[src/rtl/load_store_unit.sv]
`default_nettype none
// ============================================================================
// Module  : load_store_unit
// Brief   : Core data-port to data-memory bridge with byte lanes, load
//           extension, fault detection and a BUSY-state timeout.
// Rev     : 1.0
// ============================================================================
module load_store_unit #(
  parameter int unsigned TIMEOUT_CYCLES = 256
) (
  input  logic        clk_i,
  input  logic        rst_ni,
  input  logic        core_req_i,
  input  logic        core_we_i,
  input  logic [2:0]  core_size_i,
  input  logic [31:0] core_addr_i,
  input  logic [31:0] core_wd_i,
  output logic [31:0] core_rd_o,
  output logic        core_stall_o,
  output logic        err_o,
  output logic [1:0]  err_cause_o,
  output logic        mem_req_o,
  output logic        mem_we_o,
  output logic [3:0]  mem_be_o,
  output logic [31:0] mem_addr_o,
  output logic [31:0] mem_wd_o,
  input  logic [31:0] mem_rd_i,
  input  logic        mem_ready_i
);

  localparam logic [2:0] SZ_B  = 3'd0;
  localparam logic [2:0] SZ_H  = 3'd1;
  localparam logic [2:0] SZ_W  = 3'd2;
  localparam logic [2:0] SZ_BU = 3'd4;
  localparam logic [2:0] SZ_HU = 3'd5;

  localparam logic [1:0] CAUSE_NONE     = 2'd0;
  localparam logic [1:0] CAUSE_MISALIGN = 2'd1;
  localparam logic [1:0] CAUSE_SIZE     = 2'd2;
  localparam logic [1:0] CAUSE_TIMEOUT  = 2'd3;

  // The counter only has to reach TIMEOUT_CYCLES-1, so clog2 of the limit is enough.
  localparam int unsigned    CNT_W    = (TIMEOUT_CYCLES > 1) ? $clog2(TIMEOUT_CYCLES) : 1;
  localparam logic [CNT_W-1:0] CNT_LAST =
      (TIMEOUT_CYCLES > 1) ? CNT_W'(TIMEOUT_CYCLES - 1) : '0;

  typedef enum logic [1:0] {
    S_IDLE = 2'd0,
    S_BUSY = 2'd1,
    S_DONE = 2'd2
  } state_e;

  state_e            state_q, state_d;
  logic              we_q, we_d;
  logic [2:0]        size_q, size_d;
  logic [31:0]       addr_q, addr_d;
  logic [31:0]       wd_q, wd_d;
  logic [CNT_W-1:0]  cnt_q, cnt_d;
  logic [31:0]       rd_q, rd_d;
  logic [1:0]        cause_q, cause_d;

  logic              timeout_hit;
  logic [1:0]        req_cause;

  function automatic logic [1:0] access_fault(input logic [2:0] size, input logic [1:0] a);
    case (size)
      SZ_B, SZ_BU: access_fault = CAUSE_NONE;
      SZ_H, SZ_HU: access_fault = a[0] ? CAUSE_MISALIGN : CAUSE_NONE;
      SZ_W:        access_fault = (a != 2'b00) ? CAUSE_MISALIGN : CAUSE_NONE;
      default:     access_fault = CAUSE_SIZE;
    endcase
  endfunction

  function automatic logic [3:0] byte_enables(input logic [2:0] size, input logic [1:0] a);
    case (size)
      SZ_B, SZ_BU: byte_enables = 4'b0001 << a;
      SZ_H, SZ_HU: byte_enables = 4'b0011 << {a[1], 1'b0};
      SZ_W:        byte_enables = 4'b1111;
      default:     byte_enables = 4'b0000;
    endcase
  endfunction

  function automatic logic [31:0] store_lanes(input logic [2:0] size, input logic [31:0] wd);
    case (size)
      SZ_B, SZ_BU: store_lanes = {4{wd[7:0]}};
      SZ_H, SZ_HU: store_lanes = {2{wd[15:0]}};
      default:     store_lanes = wd;
    endcase
  endfunction

  function automatic logic [31:0] load_extend(input logic [2:0]  size,
                                              input logic [1:0]  a,
                                              input logic [31:0] rd);
    logic [7:0]  b;
    logic [15:0] h;
    b = rd[{a, 3'b000} +: 8];
    h = rd[{a[1], 4'b0000} +: 16];
    case (size)
      SZ_B:    load_extend = {{24{b[7]}}, b};
      SZ_BU:   load_extend = {24'd0, b};
      SZ_H:    load_extend = {{16{h[15]}}, h};
      SZ_HU:   load_extend = {16'd0, h};
      SZ_W:    load_extend = rd;
      default: load_extend = 32'd0;
    endcase
  endfunction

  assign req_cause = access_fault(core_size_i, core_addr_i[1:0]);

  generate
    if (TIMEOUT_CYCLES != 0) begin : g_timeout
      assign timeout_hit = (cnt_q == CNT_LAST);
    end else begin : g_no_timeout
      assign timeout_hit = 1'b0;
    end
  endgenerate

  always_comb begin
    state_d = state_q;
    we_d    = we_q;
    size_d  = size_q;
    addr_d  = addr_q;
    wd_d    = wd_q;
    cnt_d   = cnt_q;
    rd_d    = rd_q;
    cause_d = cause_q;

    case (state_q)
      S_IDLE: begin
        if (core_req_i) begin
          we_d   = core_we_i;
          size_d = core_size_i;
          addr_d = core_addr_i;
          wd_d   = core_wd_i;
          cnt_d  = '0;
          // Faults skip the memory entirely and report straight from DONE.
          if (req_cause != CAUSE_NONE) begin
            state_d = S_DONE;
            cause_d = req_cause;
            rd_d    = 32'd0;
          end else begin
            state_d = S_BUSY;
            cause_d = CAUSE_NONE;
          end
        end
      end
      S_BUSY: begin
        if (mem_ready_i) begin
          state_d = S_DONE;
          cause_d = CAUSE_NONE;
          rd_d    = we_q ? 32'd0 : load_extend(size_q, addr_q[1:0], mem_rd_i);
        end else if (timeout_hit) begin
          state_d = S_DONE;
          cause_d = CAUSE_TIMEOUT;
          rd_d    = 32'd0;
        end else begin
          cnt_d = cnt_q + CNT_W'(1);
        end
      end
      S_DONE: begin
        state_d = S_IDLE;
      end
      default: begin
        state_d = S_IDLE;
      end
    endcase
  end

  always_ff @(posedge clk_i or negedge rst_ni) begin
    if (!rst_ni) begin
      state_q <= S_IDLE;
      we_q    <= 1'b0;
      size_q  <= 3'd0;
      addr_q  <= 32'd0;
      wd_q    <= 32'd0;
      cnt_q   <= '0;
      rd_q    <= 32'd0;
      cause_q <= CAUSE_NONE;
    end else begin
      state_q <= state_d;
      we_q    <= we_d;
      size_q  <= size_d;
      addr_q  <= addr_d;
      wd_q    <= wd_d;
      cnt_q   <= cnt_d;
      rd_q    <= rd_d;
      cause_q <= cause_d;
    end
  end

  // Memory-side outputs are decoded from state so reset removes the request at once.
  always_comb begin
    mem_req_o  = 1'b0;
    mem_we_o   = 1'b0;
    mem_be_o   = 4'b0000;
    mem_addr_o = 32'd0;
    mem_wd_o   = 32'd0;
    if (state_q == S_BUSY) begin
      mem_req_o  = 1'b1;
      mem_we_o   = we_q;
      mem_be_o   = byte_enables(size_q, addr_q[1:0]);
      mem_addr_o = addr_q;
      mem_wd_o   = store_lanes(size_q, wd_q);
    end
  end

  assign core_stall_o = core_req_i & (state_q != S_DONE);
  assign core_rd_o    = rd_q;
  assign err_o        = (state_q == S_DONE) && (cause_q != CAUSE_NONE);
  assign err_cause_o  = (state_q == S_DONE) ? cause_q : CAUSE_NONE;

endmodule
`default_nettype wire

[config.mk]
export PLATFORM = sky130hd
export DESIGN_NAME = load_store_unit
export DESIGN_NICKNAME = d
export VERILOG_FILES = /design/src/rtl/load_store_unit.sv
export SDC_FILE = /design/constraint.sdc
export NUM_CORES = 1
export LEC_CHECK = 0
export CAP_MARGIN = 20
export CORE_MARGIN = 5
export CORE_UTILIZATION = 41
export CTS_CLUSTER_DIAMETER = 30
export DETAILED_ROUTE_END_ITERATION = 12
export GPL_TIMING_DRIVEN = 0
export PLACE_DENSITY = 0.84
export SLEW_MARGIN = 20
export SYNTH_ARGS = -nofsm -noshare
export SYNTH_HDL_FRONTEND = slang
export SYNTH_SLANG_ARGS = --single-unit
export TNS_END_PERCENT = 1
[constraint.sdc]
create_clock -name clk_i -period 1.69 [get_ports clk_i]
set_input_delay 0.338 -clock clk_i [delete_from_list [all_inputs] [get_ports clk_i]]
set_output_delay 0.338 -clock clk_i [all_outputs]
set_load 0.005 [all_outputs]
== After elaboration in Yosys (flattened, before gate mapping) ==
Cells that the tools add are included.

* Flip-flop bits (word level): 112
* Input bits: 104
* Word-level logic and storage cells: 80

* Add/sub/neg operators: 1
* Equal/unequal tests: 17
* Shift-type cells: 4
* Muxes and demuxes: 32
* Bitwise operators: 1
* Reductions and logical operators: 17

{| class="wikitable"
|+ Operators with widths
! operator !! number
|-
| $mux 32 || 7
|-
| $pmux 32 s5 || 1
|-
| $pmux 32 s2 || 2
|-
| $shiftx 32x6->16 || 1
|-
| $shiftx 32x6->8 || 1
|-
| $mux 8 || 3
|-
| $mux 2 || 9
|-
| $pmux 8 s2 || 1
|-
| $eq 3x3->1 const B || 4
|-
| $pmux 4 s3 || 1
|-
| $ne 2x2->1 const B || 5
|-
| $add 8x1->8 const B || 1
|-
| $eq 8x8->1 const B || 1
|-
| $pmux 2 s2 || 2
|-
| $reduce_and 4->1 || 2
|-
| $reduce_bool 2->1 || 4
|-
| $reduce_or 2->1 || 4
|-
| $eq 3x1->1 const B || 2
|-
| $eq 3x2->1 const B || 2
|-
| $logic_not 3->1 || 2
|-
| $pmux 2 s3 || 1
|-
| $mux 1 || 4
|-
| $mux 4 || 1
|-
| $reduce_and 2->1 || 2
|-
| 9 further kinds || 9
|}

== Logic depth before layout (Yosys ltp) ==
Gate-level depths: netlist of run 1.

* Depth in word-level cells: 7
* Depth in mapped cells: 6
* Mapped depth without buffers: 5

== Least setup slack after synthesis of run 1 ==
No wires, ideal clock.

* Path kind: register to output
* From: register size_q[1]
* To: output mem_wd_o[16]
* Data arrival time: 1.381 ns
* Setup slack: -0.029 ns
* Cell stages (with the launch flop): 6
* Buffers on the path: 3
* Path through: dfrtp_1 clkbuf_1 clkbuf_1 buf_2 mux2i_1 nor2_1

* Longest elaborated chain between the ends: 4
* Elaborated cells between the ends (all ways): 8
* Classes of those cells: 3 x eq/ne; 2 x mux; 3 x reduce/logical

{| class="wikitable"
|+ RTL lines
! element !! RTL line !! RTL
|-
| start: declaration || 55 || <nowiki>logic [2:0] size_q, size_d;</nowiki>
|-
| start signal: assignment || 182 || <nowiki>size_q <= size_d;</nowiki>
|-
| $eq 3x1->1 (tied with other cells) || 84 || <nowiki>case (size)</nowiki>
|-
| $reduce_or 2->1 || 84 ||
|-
| $pmux 32 s2 * || 84 ||
|-
| $mux 32 * || 198 || <nowiki>if (state_q == S_BUSY) begin</nowiki>
|-
| end: declaration || 26 || <nowiki>output logic [31:0] mem_wd_o,</nowiki>
|}

Every way passes the cells marked *; elsewhere a longest branch is shown, timed or not.

== Worst setup path in the final report of run 1 ==
* From: register size_q[0]
* To: output mem_wd_o[10]

The elaborated chain is that of the path after synthesis.

==> results of run 1 <==
power groups by stage:
| stage | Combinational, mW | Clock (mW) | Sequential, mW |
|---|---|---|---|
| finish | 7.05 | 2.21 | 4.54 |
| floorplan | 3.34 | 0 | 4.29 |
| detailed placement | 5.76 | 0 | 4.51 |
| global placement | 5.64 | 0 | 4.45 |
| CTS | 6.84 | 2.24 | 4.51 |
| global route | 7.66 | 2.37 | 4.67 |
repair_timing:
item / in CTS / in global routing
setup endpoints to repair: 180 / 176
hold buffers: 1 / 0
setup buffers: 28 / 1
gates cloned: 3 / 0
pin swaps: 37 / 15
endpoints found under the hold margin: 39 / 0
gates resized for setup: 410 / 41
state kept, by name (all words and copies together) (netlist names):
name,cells
we_q,1
wd_q,32
cnt_q,8
size_q,3
core_rd_o,32
state_q,2
addr_q,32
cause_q,2
area by class of cell:
class	instances	share of cell area, %
Multi-Input combinational cell	527	33.69
Sequential cell	112	31.18
Timing Repair Buffer	243	23.82
Buffer	45	5.348
Clock buffer	13	2.889
Tap cell	180	2.500
Clock inverter	3	0.4445
Inverter	3	0.1250
critical path, stage by stage (launching register included):
cell and delay (ns):
dfrtp_1 0.39, buf_6 0.15, buf_4 0.15, or2_4 0.30, nand2_1 0.11, a21oi_2 0.06
clkdlybuf4s15_2 0.21
cell families after synthesis:
group | Yosys count | synth area share, %
flops | 112 | 47.56
buf+inv | 50 | 3.906
simple gates | 361 | 27.30
mux | 40 | 7.304
compound gates | 125 | 13.72
fa+ha+maj | 1 | 0.2123
stage by stage:
| stage | cells | setup TNS [ns] | power, mW | worst slack, ns |
|---|---|---|---|---|
| after floorplan | 689 | -0.2545 | 7.627 | -0.01431 |
| after detailed placement | 1079 | -120.67 | 10.27 | -1.006 |
| after global placement | 1078 | -591.33 | 10.09 | -4.249 |
| after CTS | 1125 | -22.34 | 13.59 | -0.3743 |
| final | 1126 | -21.51 | 13.80 | -0.3784 |
| after global routing | 1126 | -28.00 | 14.70 | -0.5033 |
how the worst max path moves through the flow:
stage | endpoint | slack [ns]
6_report | mem_wd_o[10] | -0.38
5_1_grt | mem_wd_o[29] | -0.50
4_1_cts | mem_wd_o[14] | -0.37
3_5_place_dp | mem_addr_o[0] | -1.01
3_3_place_gp | wd_q[17] | -4.25
2_1_floorplan | mem_addr_o[22] | -0.01
routing by layer:
| metal | part of all wire, % | global-route usage (%) | vias up |
|---|---|---|---|
| met2 | 48 | 40.31 | 256 |
| met3 | 8.5 | 5.976 | 43 |
| met5 | 0 | 0 | - |
| met1 | 40 | 29.85 | 2833 |
| li1 | - | - | 2795 |
| met4 | 2.9 | 8.863 | 0 |
cell usage in the layout (no fill, tap or decap), drive strengths merged, types with 2 or more instances in the layout:
master,count
nor3b,3
nor2b,5
nand2b,3
nand4,2
a22oi,9
clkdlybuf4s15,6
clkdlybuf4s50,132
dlygate4sd2,3
and3,2
o31ai,3
a21o,29
dfrtp,112
nor3,2
or3,2
and2,45
clkbuf,40
o21ai,11
o2bb2ai,6
nor4,2
a211oi,4
or4,2
a21oi,51
mux2i,25
nand3b,3
or2,2
nor2,38
nand2,242
mux2,14
buf,119
clkinv,2
and4,2
inv,3
nand3,4
==> run_results.csv, run 1 <==
group,metric,value,unit
setup_path,worstSetupPathType,"reg -> out",
global_routing,grt_max_degree,74,
sta,rsz0062_at_grt,"yes",
floorplanning,pin_count,210,
synth,synth_cells,689,
sta,relSlewSlack,66.95,%
global_routing,grt_overflow,0,
setup_path,regToRegEndpoint,"cnt_q[5]",
clocking,clockRootBuffer,"clkbuf_16",
synth,async_reset_ff_share,100.0,%
sta,clock.fmax,0.4835,GHz
pwr,power_leakage,4.551,nW
drt,drc,0,
place,dpl.hpwl,14.28,mm
sta,worst_pin_slew,0.4957,ns
floorplanning,die_area,16870,um2
layout,design_area,9007,um2
synth,ys_top_cells_by_count,"nand2_1 (242), dfrtp_1 (112), a21oi_1 (51), and2_1 (45), nor2_1 (38)",
run,cap_viol_max_count,0,
drt,routedWlPerCell,18.16,um
drt,dr.pass1.iters,5,
pwr,p_per_area,1533,nW/um2
pwr,internal_power,8.567,mW
setup_path,critPathLaunch,"size_q[0]",
layout,n_antenna_cell,0,
setup_path,cp.required,1.35,ns
global_routing,grt_pass1_wl,31.47,mm
sta,fin_crit_sh,122.4,%
clocking,clk_latency,0.35,ns
drt,drtIter0Drc,340,
floorplanning,initial_core_util,42.13,%
sta,min_period,2.068,ns
synth,ys.flop_type,"dfrtp_1",
clocking,clk_pin_slew,0.07,ns
pwr,p_switching,5.238,mW
pwr,seq_power_share,32.9,%
layout,fin_nets,1046,
synth,syn_avg_cell_area,8.553,um2
global_routing,grt_usage,23.93,%
sta,finalHoldViolCount,0,
synth,synth_top_area_share,47.56,%
layout,fillers,1174,
synth,synth_area_leader_cell,"dfrtp_1",
synth,yosysSeqAreaShare,47.56,%
layout,final_core_util,64.39,%
setup_path,r2r-start,"state_q[1]",
sta,skew,0.004049,ns
setup_path,r2r_setup_slack,-0.10,ns
global_routing,grt_pass1_vias,5980,
sta,finalMaxSlewViolations,0,
drt,vias,5927,
layout,layout-drive-gt1-share,24.10,%
sta,holdWs,0.4663,ns
drt,wirelength,20.45,mm
synth,synth_enable_flop_cells,0,
pwr,p_clk_share,16.0,%
clocking,cts_num_sinks,112,
sta,fin_ws,-0.3784,ns
setup_path,crit_path_end_kind,"output pin",
drt,ant_nets,0,
synth,synth.most_common_cell,"nand2_1",
setup_path,cp-start-kind,"flop",
clocking,h-tree-depth,3,
floorplanning,core,13990,um2
place,place_area,8240,um2
clocking,cts_buffer_depth,2,
hold_path,hp-class,"in -> async",
synth,yosys-top-cells-area,"dfrtp_1 (48%), nand2_1 (15%), and2_1 (4.8%)",
synth,synth_cell_types,56,
synth,synth-seq-cells,112,
floorplanning,die_w,129.9,um
clocking,cts_tree,"built",
global_routing,antenna_found_initial,0,
place,place.gp.congestion,0.8604,
setup_path,cp_data_arrival_time,1.73,ns
pwr,swShare,37.94,%
setup_path,reg2reg_depth,5,
layout,multiInputGateArea,3034,um2
synth,yosys_warnings,0,
synth,syn_nets,794,
pwr,p_comb_share,51.1,%
layout,ff_latch_area,2809,um2
synth,netlist_area,5893,um2
setup_path,cp_max_fo,8,
drt,vias_per_cell,5.264,
layout,area_growth,52.85,%
floorplanning,rows,43,
clocking,cts_made_buffers,9,
floorplanning,die_h,129.9,um
outcome,status,"finished with violations",
sta,setup_viol,86,
outcome,failed_checks,"setup timing",
place,io_buffers,209,
pwr,vdd_drop_max,0.7104,mV
No activity file was read; power rests on OpenSTA's default activity.
==> run 2, diff against run 1 <==
--- a/config.mk
+++ b/config.mk
@@ -7,12 +7,13 @@
 export LEC_CHECK = 0
 export CAP_MARGIN = 20
 export CORE_MARGIN = 5
-export CORE_UTILIZATION = 41
+export CORE_UTILIZATION = 49
 export CTS_CLUSTER_DIAMETER = 30
 export DETAILED_ROUTE_END_ITERATION = 12
 export GPL_TIMING_DRIVEN = 0
-export PLACE_DENSITY = 0.84
-export SLEW_MARGIN = 20
+export HOLD_SLACK_MARGIN = 0.12
+export PLACE_DENSITY = 0.93
+export SLEW_MARGIN = 40
 export SYNTH_ARGS = -nofsm -noshare
 export SYNTH_HDL_FRONTEND = slang
 export SYNTH_SLANG_ARGS = --single-unit
==> constraint.sdc (replaced) <==
create_clock -name clk_i -period 2.5 [get_ports clk_i]
set_input_delay 0.5 -clock clk_i [delete_from_list [all_inputs] [get_ports clk_i]]
set_output_delay 0.5 -clock clk_i [all_outputs]
set_load 0.005 [all_outputs]
==> run 2 against run 1 <==
Effect of this change:
- largest cell class unchanged
- the flow now finishes without violations
- first-iteration DRC count increased by 44%
- via count decreased by 2.9%
- design area decreased by 3.4%
- critical path type unchanged
- non-clock buffer count decreased by 32
==> run_results.csv, run 2 (same netlist as run 1, synthesis figures left out) <==
group,metric,value,unit
outcome,status,"complete, no violations",
hold_path,hp-class,"reg -> reg",
layout,ff_latch_area,2805,um2
place,io_buffers,209,
pwr,power_leakage,4.514,nW
layout,layout_common_cells,"nand2_1 (242), clkdlybuf4s50_1 (179), dfrtp_1 (110), a21oi_1 (49), and2_1 (45)",
sta,relSlewSlack,56.99,%
layout,area_growth,47.64,%
sta,skew,0.007915,ns
drt,drc,0,
layout,n_antenna_cell,0,
sta,rsz0062_at_grt,"yes",
setup_path,cp_data_arrival_time,1.96,ns
clocking,cts_made_buffers,9,
sta,finalMaxSlewViolations,0,
clocking,clk_pin_slew,0.07,ns
setup_path,cp_max_fo,10,
sta,holdWs,0.4677,ns
clocking,clockRootBuffer,"clkbuf_16",
sta,worst_pin_slew,0.6452,ns
setup_path,cp.required,2.00,ns
sta,tns,0,ns
drt,wirelength,18.57,mm
pwr,p_per_area,982.7,nW/um2
sta,clock.fmax,0.4064,GHz
sta,min_period,2.461,ns
sta,setup_viol,0,
clocking,h-tree-depth,3,
global_routing,grt_max_degree,64,
pwr,vdd_drop_max,0.5765,mV
drt,vias_per_cell,5.422,
hold_path,hp-start,"addr_q[4]",
sta,finalHoldViolCount,0,
drt,vias,5753,
drt,ant_nets,0,
run,cap_viol_max_count,0,
floorplanning,pin_count,210,
pwr,swShare,38.39,%
hold_path,whs_endpoint,"addr_q[4]",
global_routing,grt_usage,25.55,%
global_routing,grt_pass1_wl,29.23,mm
pwr,internal_power,5.268,mW
layout,fillers,834,
pwr,total_power,8.550,mW
floorplanning,rows,40,
pwr,p_clk_share,16.4,%
hold_path,hold_depth,2,
drt,dr.pass1.iters,5,
setup_path,crit_path_end_kind,"output pin",
pwr,seq_power_share,35.6,%
clocking,cts_num_sinks,112,
setup_path,worstSetupPathType,"reg -> out",
layout,fin_cells,1061,
clocking,cts_tree,"built",
place,dpl.hpwl,13.54,mm
sta,fin_crit_sh,98.43,%
place,place.gp.congestion,0.8831,
global_routing,grt_overflow,0,
layout,layout_commonest_cell,"nand2_1",
layout,design_area,8701,um2
floorplanning,core,11910,um2
pwr,p_comb_share,48.1,%
floorplanning,die_w,119.7,um
layout,layout-drive-gt1-share,9.300,%
clocking,cts_buffer_depth,2,
global_routing,antenna_found_initial,0,
pwr,p_switching,3.282,mW
setup_path,regToRegEndpoint,"core_rd_o[16]",
setup_path,r2r_setup_slack,0.45,ns
drt,routedWlPerCell,17.50,um
layout,multiInputGateArea,2908,um2
setup_path,r2r-start,"cnt_q[0]",
floorplanning,die_h,119.7,um
floorplanning,initial_core_util,49.47,%
setup_path,reg2reg_depth,6,
layout,fin_nets,1014,
clocking,clk_latency,0.35,ns
drt,drtIter0Drc,488,
place,dp.cells,1046,
place,place_area,8202,um2
global_routing,grt_pass1_vias,5714,
floorplanning,die_area,14320,um2
setup_path,cp-start-kind,"flop",
-- run 2: changes by cell type in the layout (fill, tap and decap cells not counted), moves of 6 or more --
cell	previous run	this run
dlymetal6s2s_1	0	20
clkdlybuf4s50_1	132	179
buf_6	25	3
and2_1	39	45
nor2_2	7	0
buf_4	26	6
buf_2	59	6
clkbuf_1	9	16
dlygate4sd2_1	3	9
nor2_1	30	37
and2_4	6	0
-- run 2: through the flow --
step                      util [%]  setup slack (ns)
after global placement       68.58            -3.494
final                        73.05           0.03922
after CTS                    72.42          0.003141
after global routing         73.05          -0.05707
after detailed placement     68.86           -0.3662
after floorplan                  -            0.6185
-- run 2: area by class of cell --
type	count	area share, %
inverter	3	0.1869
clock inverter	5	0.4314
multi-input combinational	527	33.42
timing repair buffer	213	25.15
tap	147	2.114
clock buffer	11	2.790
sequential	112	32.24
buffer	43	3.667
-- run 2: power by group through the flow --
stage | clock [mW] | sequential [mW] | combinational, mW
after floorplan | 0 | 2.90 | 2.26
after global placement | 0 | 3.01 | 3.77
after detailed placement | 0 | 3.03 | 3.87
after CTS | 1.42 | 3.03 | 4.07
after global routing | 1.49 | 3.13 | 4.49
final | 1.40 | 3.04 | 4.11
-- run 2: worst max path at each step --
stage | startpoint | endpoint | cells past startpoint
floorplan | size_q[1] | mem_wd_o[16] | 5
global placement | rst_ni | wd_q[21] | 1
detailed placement | state_q[1] | mem_addr_o[0] | 7
CTS | size_q[0] | mem_wd_o[26] | 7
global route | size_q[0] | mem_be_o[2] | 6
finish | size_q[1] | mem_wd_o[17] | 6
-- run 2: critical path, stage by stage, from the launching register on --
cell and delay (ns):
dfrtp_1 0.39, buf_4 0.18, clkbuf_8 0.17, buf_8 0.16, mux2i_1 0.12, nor2_1 0.09, clkdlybuf4s50_1 0.50
-- run 2: timing repair --
item | CTS | global route
hold buffers | 1 | 0
gates resized for setup | 61 | 29
setup buffers | 1 | 1
pin swaps | 0 | 1
hold endpoints to repair | 49 | 0
endpoints found under the setup margin | 70 | 53
-- run 2: routing by layer --
layer	vias to the layer above	track usage, %	wire (um)
met3	37	6.786	1610
li1	2737	-	-
met2	258	43.43	9039
met4	0	9.306	440
met1	2721	31.32	7481
met5	-	0	0
==> run 3, diff against run 2 <==
--- a/config.mk
+++ b/config.mk
@@ -12,7 +12,8 @@
 export DETAILED_ROUTE_END_ITERATION = 12
 export GPL_TIMING_DRIVEN = 0
 export HOLD_SLACK_MARGIN = 0.12
-export PLACE_DENSITY = 0.93
+export PLACE_DENSITY_LB_ADDON = 0.1
+export RECOVER_POWER = 50
 export SLEW_MARGIN = 40
 export SYNTH_ARGS = -nofsm -noshare
 export SYNTH_HDL_FRONTEND = slang
==> run 3 against run 2 <==
Effect of this change:
- largest power group unchanged
- die area unchanged
- design area up 0.29%
- sequential power about the same
- critical path depth up 1
- clock skew about the same
- count of clock-buffer cells in the layout unchanged
- first-iteration DRC count down 9.2%
- combinational power down 1%
- non-clock buffer count up 1
- the run now ends with setup timing left
- critical endpoint is now mem_wd_o[28]
- routed wire length up 0.14%
- total power up 1.6%
==> run_results.csv, run 3 (same netlist as run 1, synthesis figures left out) <==
group,metric,value,unit
sta,worst_pin_slew,1.171,ns
outcome,status,"finished with violations",
global_routing,grt_max_degree,68,
pwr,p_per_area,995.2,nW/um2
layout,multiInputGateArea,2909,um2
floorplanning,die_h,119.7,um
clocking,h-tree-depth,3,
floorplanning,die_area,14320,um2
setup_path,cpPeakStageDelay,0.45,ns
hold_path,hold_depth,2,
global_routing,antenna_found_initial,0,
clocking,cts_num_sinks,112,
drt,dr.pass1.iters,5,
hold_path,hp-class,"reg -> reg",
clocking,cts_buffer_depth,2,
pwr,power_leakage,4.559,nW
setup_path,crit_path_end_kind,"output pin",
layout,ff_latch_area,2804,um2
layout,layout_common_cells,"nand2_1 (242), clkdlybuf4s50_1 (154), dfrtp_1 (111), a21oi_1 (46), and2_1 (45)",
sta,fin_crit_sh,102.1,%
setup_path,cp.required,2.00,ns
floorplanning,die_w,119.7,um
pwr,internal_power,5.423,mW
pwr,p_comb_share,46.6,%
run,cap_viol_max_count,0,
setup_path,cp.depth,7,
clocking,cts_tree,"built",
sta,skew,0.007858,ns
layout,layout_commonest_cell,"nand2_1",
sta,rsz0062_at_grt,"yes",
clocking,clk_latency,0.36,ns
pwr,p_switching,3.262,mW
floorplanning,initial_core_util,49.47,%
sta,fin_ws,-0.05147,ns
clocking,clk_pin_slew,0.08,ns
global_routing,grt_pass1_vias,6028,
global_routing,grt_overflow,0,
setup_path,cp_data_arrival_time,2.05,ns
sta,setup_viol,4,
drt,vias,5801,
drt,drtIter0Drc,443,
global_routing,grt_pass1_wl,29.55,mm
drt,drc,0,
place,dpl.hpwl,13.90,mm
clocking,clockRootBuffer,"clkbuf_16",
drt,routedWlPerCell,17.53,um
sta,relSlewSlack,21.95,%
floorplanning,rows,40,
drt,wirelength,18.60,mm
setup_path,cp-start-kind,"flop",
outcome,failed_checks,"setup timing",
sta,finalHoldViolCount,0,
setup_path,path_cells,"buf_6 -> buf_6 -> mux2i_1 -> nor2_1 -> a21oi_1 -> nor2_1 -> clkdlybuf4s50_1",
layout,n_antenna_cell,0,
global_routing,grt_usage,25.69,%
pwr,vdd_drop_max,0.5419,mV
sta,finalMaxSlewViolations,0,
floorplanning,pin_count,210,
setup_path,cp.buffers_inverters,3,
layout,fin_nets,1015,
pwr,p_clk_share,18.6,%
layout,layout-drive-gt1-share,9.409,%
setup_path,cp_max_fo,10,
setup_path,reg2reg_depth,6,
setup_path,critical-path-top-delay-family,"buffers and inverters",
layout,area_growth,48.07,%
drt,ant_nets,0,
floorplanning,core,11910,um2
clocking,cts_made_buffers,9,
pwr,seq_power_share,34.8,%
setup_path,worstSetupPathType,"reg -> out",
layout,fillers,903,
sta,clock.fmax,0.3919,GHz
drt,vias_per_cell,5.467,
sta,min_period,2.551,ns
place,io_buffers,209,
pwr,swShare,37.56,%
setup_path,critPathSlowestCell,"clkdlybuf4s50_1",
place,place.gp.congestion,0.9032,
sta,holdWs,0.4701,ns
setup_path,r2r_setup_slack,0.30,ns
sta,tns,-0.1464,ns
run 3: power groups by stage:
stage / Sequential [mW] / Combinational, mW / Clock [mW]
after floorplan: 2.90 / 2.26 / 0
after global placement: 2.99 / 3.75 / 0
after detailed placement: 3.03 / 3.86 / 0
after CTS: 3.02 / 4.01 / 1.62
after global routing: 3.12 / 4.44 / 1.70
final: 3.02 / 4.05 / 1.61
run 3: layout make-up:
type,instances,area share [%]
inverter,3,0.1864
timing repair buffer,214,24.79
multi-input combinational,527,33.34
tap,147,2.108
clock inverter,4,0.8747
clock buffer,11,2.896
buffer,43,3.671
sequential,112,32.13
run 3: final timing paths:
check | to | start
worst max-delay path | mem_wd_o[28] | size_q[0]
worst min-delay path | addr_q[22] | addr_q[22]
worst max register to register | wd_q[30] | state_q[1]
worst min register to register | addr_q[22] | addr_q[22]
max in group asynchronous | addr_q[1] | rst_ni
min in group asynchronous | addr_q[23] | rst_ni
run 3: layer usage:
layer	track usage, %	share of wire (%)
met2	43.08	49
met5	0	0
met1	32.23	41
met3	5.514	7.3
met4	10.88	2.4
run 3: metrics by stage:
| step | area (um2) | cells | power [mW] | worst slack, ns | utilization [%] |
|---|---|---|---|---|---|
| final | 8726 | 1061 | 8.684 | -0.05147 | 73.26 |
| after global routing | 8726 | 1061 | 9.255 | -0.1437 | 73.26 |
| after CTS | 8647 | 1059 | 8.647 | -0.1304 | 72.59 |
| after detailed placement | 8202 | 1046 | 6.886 | -0.3072 | 68.86 |
| after global placement | 8169 | 1045 | 6.745 | -3.316 | 68.58 |
| after floorplan | 5893 | 689 | 5.154 | 0.6185 | - |
run 3: what timing repair did:
item                       CTS  global route
setup endpoints to repair   70            62
setup buffers                1             2
gates resized for setup     52            34
hold endpoints to repair    45             0
hold buffers                 1             0
pin swaps                    0             1
run 3: worst reg2reg max path: stages, from the launching register on:
cell and delay [ns]:
dfrtp_1 0.38, buf_6 0.14, nor3b_2 0.47, clkbuf_1 0.47
clkbuf_1 0.42, nand2_1 0.16, nand2_1 0.09
==> RTL edit (config.mk and constraints of run 3) <==
The parameter `TIMEOUT_CYCLES` goes from 256 to 512.
--- a/src/rtl/load_store_unit.sv
+++ b/src/rtl/load_store_unit.sv
@@ -6,7 +6,7 @@
 // Rev     : 1.0
 // ============================================================================
 module load_store_unit #(
-  parameter int unsigned TIMEOUT_CYCLES = 256
+  parameter int unsigned TIMEOUT_CYCLES = 512
 ) (
   input  logic        clk_i,
   input  logic        rst_ni,
Function: same outputs for any inputs over 4 cycles, from zero or initial values and one cycle with rst_ni low; that may be too few to reach the edited logic, so the function may still have changed.
==> RTL edit against run 3 <==
  * The run still ends with negative setup slack left
  * Sequential share of layout area fell by 0.45 points
  * Synthesized area fell by 0.98%
  * Design area rose by 2.3%
  * Clock skew fell by 0.0011 ns
  * Non-clock buffer count fell by 8
  * Worst setup slack improved by 0.048 ns
  * Wire length fell by 3.3%
  * Count of clock-buffer cells in the layout rose by 14
  * Sequential cell count rose by 1
  * Total power fell by 3.8%
==> RTL edit: results (changes against run 3) <==
Synth Instances - 522 (-24%)
Clk pin slew, worst setup/hold paths - 0.05 ns (-0.03 ns)
placed insts - 875 (-16%)
Setup violations, final - 1 (-3)
Worst Path Arrival - 2.00 ns (-0.05 ns)
Synth Area in Adders - 0.00429 (+0.00217)
Inserted Clock Buffers - 17 (+8)
WL per Instance - 19.8 um (+13%)
switching share of power - 0.309 (-0.0667)
share of power burned in registers - 0.330 (-0.018)
Worst Tran Pin Value - 1.45 ns (+0.280 ns)
Area contributors post-synth - dfrtp_1 (48%), mux2_2 (15%), and2_1 (4.6%)
Compound-Gate Fraction of Synth Area - 0.130 (-0.00722)
clk_lat worst skew - 0.41 ns (+0.05 ns)
status - complete, but fails checks
failing checks - negative setup slack
met2 wire length - 9.24 mm (+1.2%)
Setup Skew - 0.00672 ns (-0.00114 ns)
fin cells - 909 (-14%)
Detailed Routing Iterations Pass 1 - 4 (-1)
Synth cell types - 47 (-16%)
Worst Path Max Fanout - 8 (-2)
Peak VDD IR - 0.000623 V (+15%)
post-DP HPWL - 13.1 mm (-6.0%)
share of layout cells above drive strength 1 - 0.213 (+0.119)
largest net degree at the start of global routing - 58 (-15%)
top cells by count, synth - dfrtp_1 (113), mux2_2 (78), a21oi_1 (50)
Lkg Pwr - 4.35 nW (-4.5%)
Clock power frac - 0.297 (+0.111)
GRT Util Overall - 0.255 (-0.00239)
met1 Track Usage GR - 0.296 (-0.0260)
post-route setup slack - -0.00395 ns (+0.0475 ns)
first-pass GRT wire length - 28.5 mm (-3.7%)
DRT iter0 DRCs - 458 (+3.4%)
post-synthesis mux area share - 0.212 (+0.139)
met2 Use GR - 0.427 (-0.00409)
vias per inst - 5.58 (+2.0%)
Max H-tree Level - 4 (+1)
Seq/Total Area, Yosys - 0.485 (+0.00898)
Int Pwr - 5.77 mW (+6.5%)
Fillers - 808 (-11%)
nets@finish - 861 (-15%)
Synth Net Count - 628 (-21%)
vias in the first global route - 5,445 (-9.7%)
Post-DP Area - 8140 um^2 (-0.76%)
## RTL edit: layout make-up
type	count	area, um^2	area share
tap	143	179	0.0200
buffer	33	313	0.0350
clock buffer	25	505	0.0566
inverter	10	45.0	0.00504
multi-input combinational	364	2830	0.317
sequential	113	2830	0.317
timing repair buffer	216	2120	0.238
clock inverter	5	100	0.0112
## RTL edit: worst paths after layout
kind / cells past startpoint / startpoint / end / slack (ns)
setup / recovery: 6 / state_q[1] / err_o / -0.004
hold / removal: 1 / core_rd_o[9] / core_rd_o[9] / 0.47
setup reg to reg: 5 / state_q[0] / addr_q[29] / 0.19
hold reg to reg: 1 / core_rd_o[9] / core_rd_o[9] / 0.47
max in group asynchronous: 3 / rst_ni / addr_q[1] / 0.31
min in group asynchronous: 2 / rst_ni / addr_q[28] / 0.98
## RTL edit: repair_timing
action / in CTS / in global routing
endpoints found under the setup margin: 71 / 20
buffers inserted: 1 / 4
hold endpoints to repair: 56 / 0
pin swaps: 2 / 1
resized for setup: 104 / 19
hold buffers: 1 / 0
